==> src/rtl/serlcd_uart_tx_if.sv <==
// Byte handshake between the LCD command/text sequencer and the SerLCD UART transmitter.
interface serlcd_uart_tx_if;
  logic [7:0] tx_data;
  logic       tx_valid;
  logic       tx_ready;

  modport master (
    output tx_data,
    output tx_valid,
    input  tx_ready
  );

  modport slave (
    input  tx_data,
    input  tx_valid,
    output tx_ready
  );
endinterface

==> src/rtl/serlcd_uart_tx.sv <==
// 8N1 UART transmitter for the SerLCD RX pin, with a longer post-frame gap after the
// byte that follows the command prefix so the LCD firmware can finish the command.
module serlcd_uart_tx #(
  parameter int unsigned CLKS_PER_BIT   = 5208,
  parameter int unsigned GAP_CYCLES     = 0,
  parameter int unsigned CMD_GAP_CYCLES = 250000,
  parameter logic [7:0]  CMD_PREFIX     = 8'hFE
) (
  input  logic              clk_50,
  input  logic              rst,
  serlcd_uart_tx_if.slave   bus,
  output logic              tx,
  output logic              busy
);

  localparam int unsigned BitW   = $clog2(CLKS_PER_BIT);
  localparam int unsigned GapMax = (GAP_CYCLES > CMD_GAP_CYCLES) ? GAP_CYCLES : CMD_GAP_CYCLES;
  localparam int unsigned GapW   = (GapMax > 0) ? $clog2(GapMax + 1) : 1;

  typedef enum logic [2:0] {
    StIdle,
    StStart,
    StData,
    StStop,
    StGap
  } state_e;

  state_e            state_q, state_d;
  logic [BitW-1:0]   bit_cnt_q, bit_cnt_d;
  logic [2:0]        bit_idx_q, bit_idx_d;
  logic [GapW-1:0]   gap_cnt_q, gap_cnt_d;
  logic [7:0]        shift_q, shift_d;
  logic              cmd_pending_q, cmd_pending_d;
  logic              cmd_gap_q, cmd_gap_d;
  logic              tx_q, tx_d;

  logic              tx_ready;
  logic              accept;
  logic              bit_done;
  logic [GapW-1:0]   gap_len;

  assign tx_ready     = (state_q == StIdle) && !rst;
  assign bus.tx_ready = tx_ready;
  assign accept       = bus.tx_valid && tx_ready;
  assign bit_done     = (bit_cnt_q == BitW'(CLKS_PER_BIT - 1));
  assign gap_len      = cmd_gap_q ? GapW'(CMD_GAP_CYCLES) : GapW'(GAP_CYCLES);
  assign tx           = tx_q;
  assign busy         = (state_q != StIdle);

  always_comb begin
    state_d       = state_q;
    bit_cnt_d     = bit_cnt_q;
    bit_idx_d     = bit_idx_q;
    gap_cnt_d     = gap_cnt_q;
    shift_d       = shift_q;
    cmd_pending_d = cmd_pending_q;
    cmd_gap_d     = cmd_gap_q;

    unique case (state_q)
      StIdle: begin
        if (accept) begin
          shift_d   = bus.tx_data;
          bit_cnt_d = '0;
          state_d   = StStart;
          // A pending prefix makes this byte the command, even if it is itself 0xFE.
          if (cmd_pending_q) begin
            cmd_gap_d     = 1'b1;
            cmd_pending_d = 1'b0;
          end else begin
            cmd_gap_d     = 1'b0;
            cmd_pending_d = (bus.tx_data == CMD_PREFIX);
          end
        end
      end
      StStart: begin
        if (bit_done) begin
          bit_cnt_d = '0;
          bit_idx_d = 3'd0;
          state_d   = StData;
        end else begin
          bit_cnt_d = bit_cnt_q + BitW'(1);
        end
      end
      StData: begin
        if (bit_done) begin
          bit_cnt_d = '0;
          if (bit_idx_q == 3'd7) begin
            state_d = StStop;
          end else begin
            bit_idx_d = bit_idx_q + 3'd1;
          end
        end else begin
          bit_cnt_d = bit_cnt_q + BitW'(1);
        end
      end
      StStop: begin
        if (bit_done) begin
          bit_cnt_d = '0;
          gap_cnt_d = '0;
          state_d   = (gap_len != '0) ? StGap : StIdle;
        end else begin
          bit_cnt_d = bit_cnt_q + BitW'(1);
        end
      end
      StGap: begin
        if (gap_cnt_q == gap_len - GapW'(1)) begin
          gap_cnt_d = '0;
          state_d   = StIdle;
        end else begin
          gap_cnt_d = gap_cnt_q + GapW'(1);
        end
      end
      default: state_d = StIdle;
    endcase

    // Line level follows the state being entered, so tx falls on the accept edge itself.
    unique case (state_d)
      StStart: tx_d = 1'b0;
      StData:  tx_d = shift_d[bit_idx_d];
      default: tx_d = 1'b1;
    endcase
  end

  always_ff @(posedge clk_50) begin
    if (rst) begin
      state_q       <= StIdle;
      bit_cnt_q     <= '0;
      bit_idx_q     <= '0;
      gap_cnt_q     <= '0;
      shift_q       <= '0;
      cmd_pending_q <= 1'b0;
      cmd_gap_q     <= 1'b0;
      tx_q          <= 1'b1;
    end else begin
      state_q       <= state_d;
      bit_cnt_q     <= bit_cnt_d;
      bit_idx_q     <= bit_idx_d;
      gap_cnt_q     <= gap_cnt_d;
      shift_q       <= shift_d;
      cmd_pending_q <= cmd_pending_d;
      cmd_gap_q     <= cmd_gap_d;
      tx_q          <= tx_d;
    end
  end

endmodule

==> src/flat_wrapper.sv <==
// flat-port wrapper written by rule: the top's interface ports become plain ports
module serlcd_uart_tx_flat 
#(
  parameter int unsigned CLKS_PER_BIT   = 5208,
  parameter int unsigned GAP_CYCLES     = 0,
  parameter int unsigned CMD_GAP_CYCLES = 250000,
  parameter logic [7:0]  CMD_PREFIX     = 8'hFE
)
  (clk_50, rst, tx, busy, bus_tx_data, bus_tx_valid, bus_tx_ready);
  serlcd_uart_tx_if bus_i ();
  input  logic clk_50;
  input  logic rst;
  output logic tx;
  output logic busy;
  input wire logic [$bits(bus_i.tx_data)-1:0] bus_tx_data;
  input wire logic [$bits(bus_i.tx_valid)-1:0] bus_tx_valid;
  output wire logic [$bits(bus_i.tx_ready)-1:0] bus_tx_ready;
  assign bus_i.tx_data = bus_tx_data;
  assign bus_i.tx_valid = bus_tx_valid;
  assign bus_tx_ready = bus_i.tx_ready;
  serlcd_uart_tx #(.CLKS_PER_BIT(CLKS_PER_BIT), .GAP_CYCLES(GAP_CYCLES), .CMD_GAP_CYCLES(CMD_GAP_CYCLES), .CMD_PREFIX(CMD_PREFIX)) u_core (.clk_50(clk_50), .rst(rst), .bus(bus_i), .tx(tx), .busy(busy));
endmodule
==> config.mk <==
export PLATFORM = sky130hd
export DESIGN_NAME = serlcd_uart_tx_flat
export DESIGN_NICKNAME = d
export VERILOG_FILES = /design/src/rtl/serlcd_uart_tx_if.sv /design/src/rtl/serlcd_uart_tx.sv /design/src/flat_wrapper.sv
export SDC_FILE = /design/constraint.sdc
export NUM_CORES = 1
export LEC_CHECK = 0
export CORE_AREA = 2 2 74 76
export CTS_CLUSTER_DIAMETER = 30
export DETAILED_ROUTE_END_ITERATION = 7
export DIE_AREA = 0 0 76 78
export GPL_TIMING_DRIVEN = 0
export PLACE_DENSITY = 0.73
export SYNTH_ARGS = -nofsm -noshare
export SYNTH_HDL_FRONTEND = slang
export SYNTH_SLANG_ARGS = --single-unit
export TNS_END_PERCENT = 1
==> constraint.sdc <==
create_clock -name clk_50 -period 2.19 [get_ports clk_50]
set_clock_uncertainty 0.15 [all_clocks]
set_input_delay 0.657 -clock clk_50 [delete_from_list [all_inputs] [get_ports clk_50]]
set_output_delay 0.657 -clock clk_50 [all_outputs]
set_load 0.02 [all_outputs]
==> impl_metrics.yaml, run 1 <==
setup_path:
  cp-end-kind: "flop"
  critPathArrivalTime_ns: 2.40
  critPathMaxFanout: 10
  worstPathCellList: "ha_4 > and4b_2 > buf_4 > nand3_4 > a21boi_0 > o221ai_1 > o211ai_1 > nand3_1 > o31ai_1"
  regToRegStartpoint: "u_core.bit_cnt_q[1]"
  startpoint: "u_core.bit_cnt_q[1]"
  path_class: "flop to flop"
  crit_path_top_delay_cell: "dfxtp_2"
  critical_path.startpoint_type: "flop"
  cpPeakStageDelay_ns: 0.36
  required_ns: 2.25
layout:
  nets: 379
  mostFrequentLayoutCells: "dfxtp_1, nor2_1, nand2_1, a21oi_1"
  drive_gt1_frac: 0.199
  antennaDiodeCount: 0
  fillers: 427
  regArea_sq_um: 970
  multiInputGateArea_sq_um: 1800
  final_common_cell: "dfxtp_1"
  area_growth_pct: 24.1
  instances_no_fill: 436
floorplanning:
  io_pins: 14
  num_rows: 26
  die_area_sq_um: 5930
  core-area_sq_um: 5040
  start_util: 0.525
  die_w_microns: 76
  die_y_microns: 78
route:
  wl_microns: 6620
  drc: 0
  routed_via_density: 6.00
  firstDrtPassIters: 5
  ant_nets: 0
  wl_per_cell_microns: 15.2
  drt-initial-drc-count: 173
  vias: 2617
sta:
  final.setup.tns_ns: -0.356
  setup_viol: 7
  worst_pin_slew_ns: 0.500
  relSlewSlack: 0.665
  fin_crit_ns: 2.34
  rsz0062_at_grt: "true"
  period_share: 1.07
  hold_viol_final: 0
  slew_viol_final: 0
  hold_ws_ns: 0.319
  fmax_mhz: 427
  finalWorstSetupSlack_ns: -0.152
clock_network:
  cts_hold_buf: 0
  insertion_delay_ns: 0.30
  h-tree-depth: 2
  clk_pin_slew_ns: 0.09
  numCtsBuffers: 5
  cts_tree: "built"
  cts-root-buf: "clkbuf_8"
  cts_max_path_buffers: 2
  clkSinkCount: 48
grt:
  grt_start_max_net_pins: 14
  grt_pass1_vias: 2340
  antenna_found_initial: 0
  gr-usage-all-layers: 0.216
  gr-total-overflow: 0
  grt_pass1_wl_microns: 10600
synthesis:
  synthDistinctLibCells: 64
  synth.avg_cell_area_sq_um: 7.95
  async_flop_share: 0
  synth_seq_cells: 48
  seq_area_frac_synth: 0.363
  synth_edf_count: 0
  synth_area_sq_um: 2650
  syn_inst: 333
  synthFlopType: "dfxtp_1"
  synth_warnings: 0
  syn_nets: 347
placement:
  portBuffers: 12
  dp_hpwl_microns: 4340
  routabilityCongestion: 0.878
  dp.cells: 415
min_path:
  hp-class: "flop to flop"
  min-delay-start: "u_core.shift_q[3]"
power_and_ir_drop:
  peakVddDrop_mv: 0.273
  power_density_nw_per_um2: 492
  power_leakage_nw: 1.12
job:
  cap_viol_max_count: 0
outcome:
  violations: "negative setup slack"
  status: "finished with violations"
## final timing paths
kind,endpoint,slack (ns),cells after the start
worst max-delay path,u_core.tx,-0.15,9
worst min-delay path,u_core.shift_q[3],0.32,2
worst max register to register,u_core.tx,-0.15,9
worst min register to register,u_core.shift_q[3],0.32,2
## cells in the mapped netlist, types with 2 or more instances
cell | number | area share
a31oi_1 | 4 | 0.0095
nand4_1 | 9 | 0.021
o211ai_1 | 2 | 0.0057
nor2_1 | 44 | 0.062
a21o_1 | 2 | 0.0057
nor3b_1 | 5 | 0.014
buf_2 | 3 | 0.0057
mux2i_1 | 2 | 0.0076
dfxtp_1 | 48 | 0.36
and2_1 | 2 | 0.0047
a21oi_1 | 33 | 0.062
a21boi_0 | 3 | 0.0085
nor4_1 | 5 | 0.012
nor2_2 | 2 | 0.0047
inv_1 | 5 | 0.0071
nand4b_1 | 2 | 0.0066
nor2b_1 | 3 | 0.0071
or4_1 | 3 | 0.0085
and3_1 | 9 | 0.021
a221oi_1 | 2 | 0.0066
nand2_1 | 37 | 0.052
buf_4 | 2 | 0.0057
nor3_1 | 6 | 0.011
o32ai_1 | 2 | 0.0066
xor2_1 | 10 | 0.033
or2_2 | 2 | 0.0047
or3_1 | 5 | 0.012
a31o_2 | 2 | 0.0066
o21ai_0 | 18 | 0.034
nand3_1 | 11 | 0.021
xnor2_1 | 5 | 0.017
ha_1 | 3 | 0.014
clkbuf_1 | 9 | 0.013
a32oi_1 | 2 | 0.0066
o2bb2ai_1 | 2 | 0.0066
## layer usage
metal	up-vias	part of all wire	GRT usage
li1	1279	-	-
met1	1244	0.45	0.277
met2	86	0.49	0.382
met3	8	0.055	0.0314
met4	0	0.0086	0.0564
met5	-	0	0
## repair_timing
action / CTS / global route
buffers inserted: 8 / 6
setup endpoints to repair: 32 / 31
gates resized for setup: 36 / 28
hold endpoints to repair: 0 / 0
pin swaps: 11 / 22
## sequential cells by signal, summed over array words and instances, names as in the netlist
register              flops
u_core.gap_cnt_q         18
u_core.bit_cnt_q         13
u_core.shift_q            8
u_core.bit_idx_q          3
u_core.state_q            3
u_core.cmd_gap_q          1
u_core.cmd_pending_q      1
u_core.tx                 1
## report_power, final
part	leakage, nW	switching [mW]	internal (mW)
Sequential	0.391	0.00913	0.884
Clock	0.0455	0.294	0.258
Combinational	0.683	0.0986	0.0736
Total	1.12	0.402	1.22
## logic make-up (layout without fill, tap and decap cells)
logic type / after synthesis / count (layout) / synth area share
buf+inv: 21 / 54 / 0.0369
simple gates: 156 / 156 / 0.311
flops: 48 / 48 / 0.363
mux: 2 / 2 / 0.00756
compound gates: 88 / 88 / 0.217
fa+ha+maj: 3 / 3 / 0.0142
xor+xnor: 15 / 15 / 0.0496
## per-stage QoR
step	setup WS, ns	area [sq um]	utilization	power (mW)
after floorplan	-0.392	2650	-	1.00
after global placement	-0.451	2860	0.566	1.06
after detailed placement	-0.456	2860	0.566	1.06
after CTS	-0.161	3140	0.623	1.61
after global routing	-0.254	3290	0.652	1.68
final	-0.152	3290	0.652	1.62
## critical path: cells and delay by family (launching register included)
family	cells	cell delay (ns)
and+or+nand+nor	3	0.51
DFF	1	0.36
AOI/OAI and AO/OA	4	0.95
buffers and inverters	1	0.13
adders and majority gates	1	0.14
## area by class of cell
class,instances,area share
Buffer,15,0.0267
Multi-Input combinational cell,264,0.546
Timing Repair Buffer,26,0.0720
Inverter,5,0.00571
Tap cell,70,0.0267
Clock buffer,8,0.0274
Sequential cell,48,0.295
No activity file was read; power rests on OpenSTA's default activity.
==> run 2, diff against run 1 <==
--- a/config.mk
+++ b/config.mk
@@ -13,2 +13,3 @@
 export PLACE_DENSITY = 0.73
+export RECOVER_POWER = 100
 export SYNTH_ARGS = -nofsm -noshare
--- a/constraint.sdc
+++ b/constraint.sdc
@@ -4,2 +4,2 @@
 set_output_delay 0.657 -clock clk_50 [all_outputs]
-set_load 0.02 [all_outputs]
+set_load 0.01 [all_outputs]
==> impl_metrics.yaml, run 2 (synthesized netlist as in run 1, its figures left out) <==
layout:
  largestRegisters: "u_core.gap_cnt_q (18), u_core.bit_cnt_q (13), u_core.shift_q (8)"
  top_register: "u_core.gap_cnt_q"
  final_area_sq_um: 3350
  mostFrequentLayoutCells: "nor2_1, dfxtp_1, nand2_1, a21oi_1, buf_4"
  antennaDiodeCount: 0
  instances_no_fill: 442
  largest_register_ffs: 18
  regArea_sq_um: 970
  area_growth_pct: 26.7
  final_common_cell: "nor2_1"
  drive_gt1_frac: 0.231
  nets: 385
  multiInputGateArea_sq_um: 1800
  fillers: 414
setup_path:
  critPathMaxFanout: 8
  required_ns: 2.22
  r2r_slack_ns: -0.14
  r2r_cells: 8
  startpoint: "u_core.bit_cnt_q[1]"
  critical_path.startpoint_type: "flop"
  path_class: "flop to flop"
  regToRegStartpoint: "u_core.bit_cnt_q[1]"
  reg2reg_to: "u_core.tx"
  cp-end-kind: "flop"
  critPathArrivalTime_ns: 2.36
route:
  vias: 2624
  firstDrtPassIters: 5
  drt-initial-drc-count: 153
  ant_nets: 0
  routed_via_density: 5.94
  wl_per_cell_microns: 15.4
  wl_microns: 6790
  drc: 0
power_and_ir_drop:
  peakVddDrop_mv: 0.259
  total_power_mw: 1.62
  p_int_mw: 1.22
  power_density_nw_per_um2: 482
  pwr-share-seq: 0.552
  p_sw_frac: 0.245
  clockPowerShare: 0.339
  p_comb_frac: 0.110
  p_sw_uw: 397
  power_leakage_nw: 1.16
floorplanning:
  core-area_sq_um: 5040
  die_w_microns: 76
  num_rows: 26
  io_pins: 14
  die_area_sq_um: 5930
  start_util: 0.525
  die_y_microns: 78
placement:
  dp_hpwl_microns: 4340
  dpl_worst_slack_ns: -0.456
  dp.cells: 415
  portBuffers: 12
  placed_area_sq_um: 2860
  routabilityCongestion: 0.878
grt:
  gr-total-overflow: 0
  grt_pass1_wl_microns: 10800
  grt_pass1_vias: 2392
  grt_start_max_net_pins: 14
  antenna_found_initial: 0
  gr-usage-all-layers: 0.220
clock_network:
  cts_max_path_buffers: 2
  clkSinkCount: 48
  insertion_delay_ns: 0.30
  h-tree-depth: 2
  cts-root-buf: "clkbuf_8"
  clk_pin_slew_ns: 0.09
  cts_hold_buf: 0
  cts_tree: "built"
  numCtsBuffers: 5
min_path:
  hp-class: "flop to flop"
  min_path_cells: 2
  holdPathEnd: "u_core.shift_q[3]"
  min-delay-start: "u_core.shift_q[3]"
job:
  cap_viol_max_count: 0
outcome:
  status: "finished with violations"
  violations: "negative setup slack"
sta:
  relSlewSlack: 0.654
  rsz0062_at_grt: "true"
  hold_ws_ns: 0.316
  hold_viol_final: 0
  period_share: 1.06
  setup_viol: 14
  finalWorstSetupSlack_ns: -0.137
  fmax_mhz: 430
  slew_viol_final: 0
  fin_crit_ns: 2.33
  worst_pin_slew_ns: 0.518
## run 2: how the worst max path moves through the flow
stage,endpoint,slack (ns),cells after the start
6_report,u_core.tx,-0.14,8
5_1_grt,u_core.tx,-0.26,9
4_1_cts,u_core.tx,-0.16,9
3_5_place_dp,u_core.bit_cnt_q[11],-0.46,8
3_3_place_gp,u_core.tx,-0.45,5
2_1_floorplan,u_core.bit_cnt_q[11],-0.28,8
## run 2: power groups by stage
stage,clock network [mW],logic (mW),registers [mW]
floorplan,0,0.0899,0.911
global placement,0,0.142,0.912
detailed placement,0,0.145,0.913
CTS,0.560,0.158,0.893
global route,0.594,0.192,0.895
finish,0.548,0.177,0.893
## run 2: layout make-up
cell class | instances | share of cell area
tap | 70 | 0.0261
multi-input combinational | 264 | 0.538
clock buffer | 8 | 0.0269
timing repair buffer | 32 | 0.0832
buffer | 15 | 0.0302
inverter | 5 | 0.00671
sequential | 48 | 0.289
## run 2: repair_timing
action                     CTS  global route
setup endpoints to repair   32            40
pin swaps                   10            14
setup buffers               11             9
gates resized for setup     43            28
## run 2: worst max-delay path: stages, from the launching register on
cell and delay, ns:
dfxtp_2 0.36, ha_4 0.15, and4b_2 0.26, and3_4 0.25, a32oi_4 0.17, or3_1 0.40
a211o_1 0.23, o211ai_1 0.11, o31ai_1 0.13
## run 2: metrics by stage
step           setup TNS, ns  utilization
6_report              -0.585        0.665
5_1_grt                -2.84        0.665
4_1_cts               -0.413        0.634
3_5_place_dp           -9.06        0.566
3_3_place_gp           -8.83        0.566
2_1_floorplan          -1.01            -
## run 2: layer usage
metal | vias up | global-route usage | part of all wire
met5 | - | 0 | 0
met4 | 0 | 0.0636 | 0.020
met3 | 17 | 0.0314 | 0.060
met2 | 99 | 0.392 | 0.49
met1 | 1214 | 0.276 | 0.43
li1 | 1294 | - | -
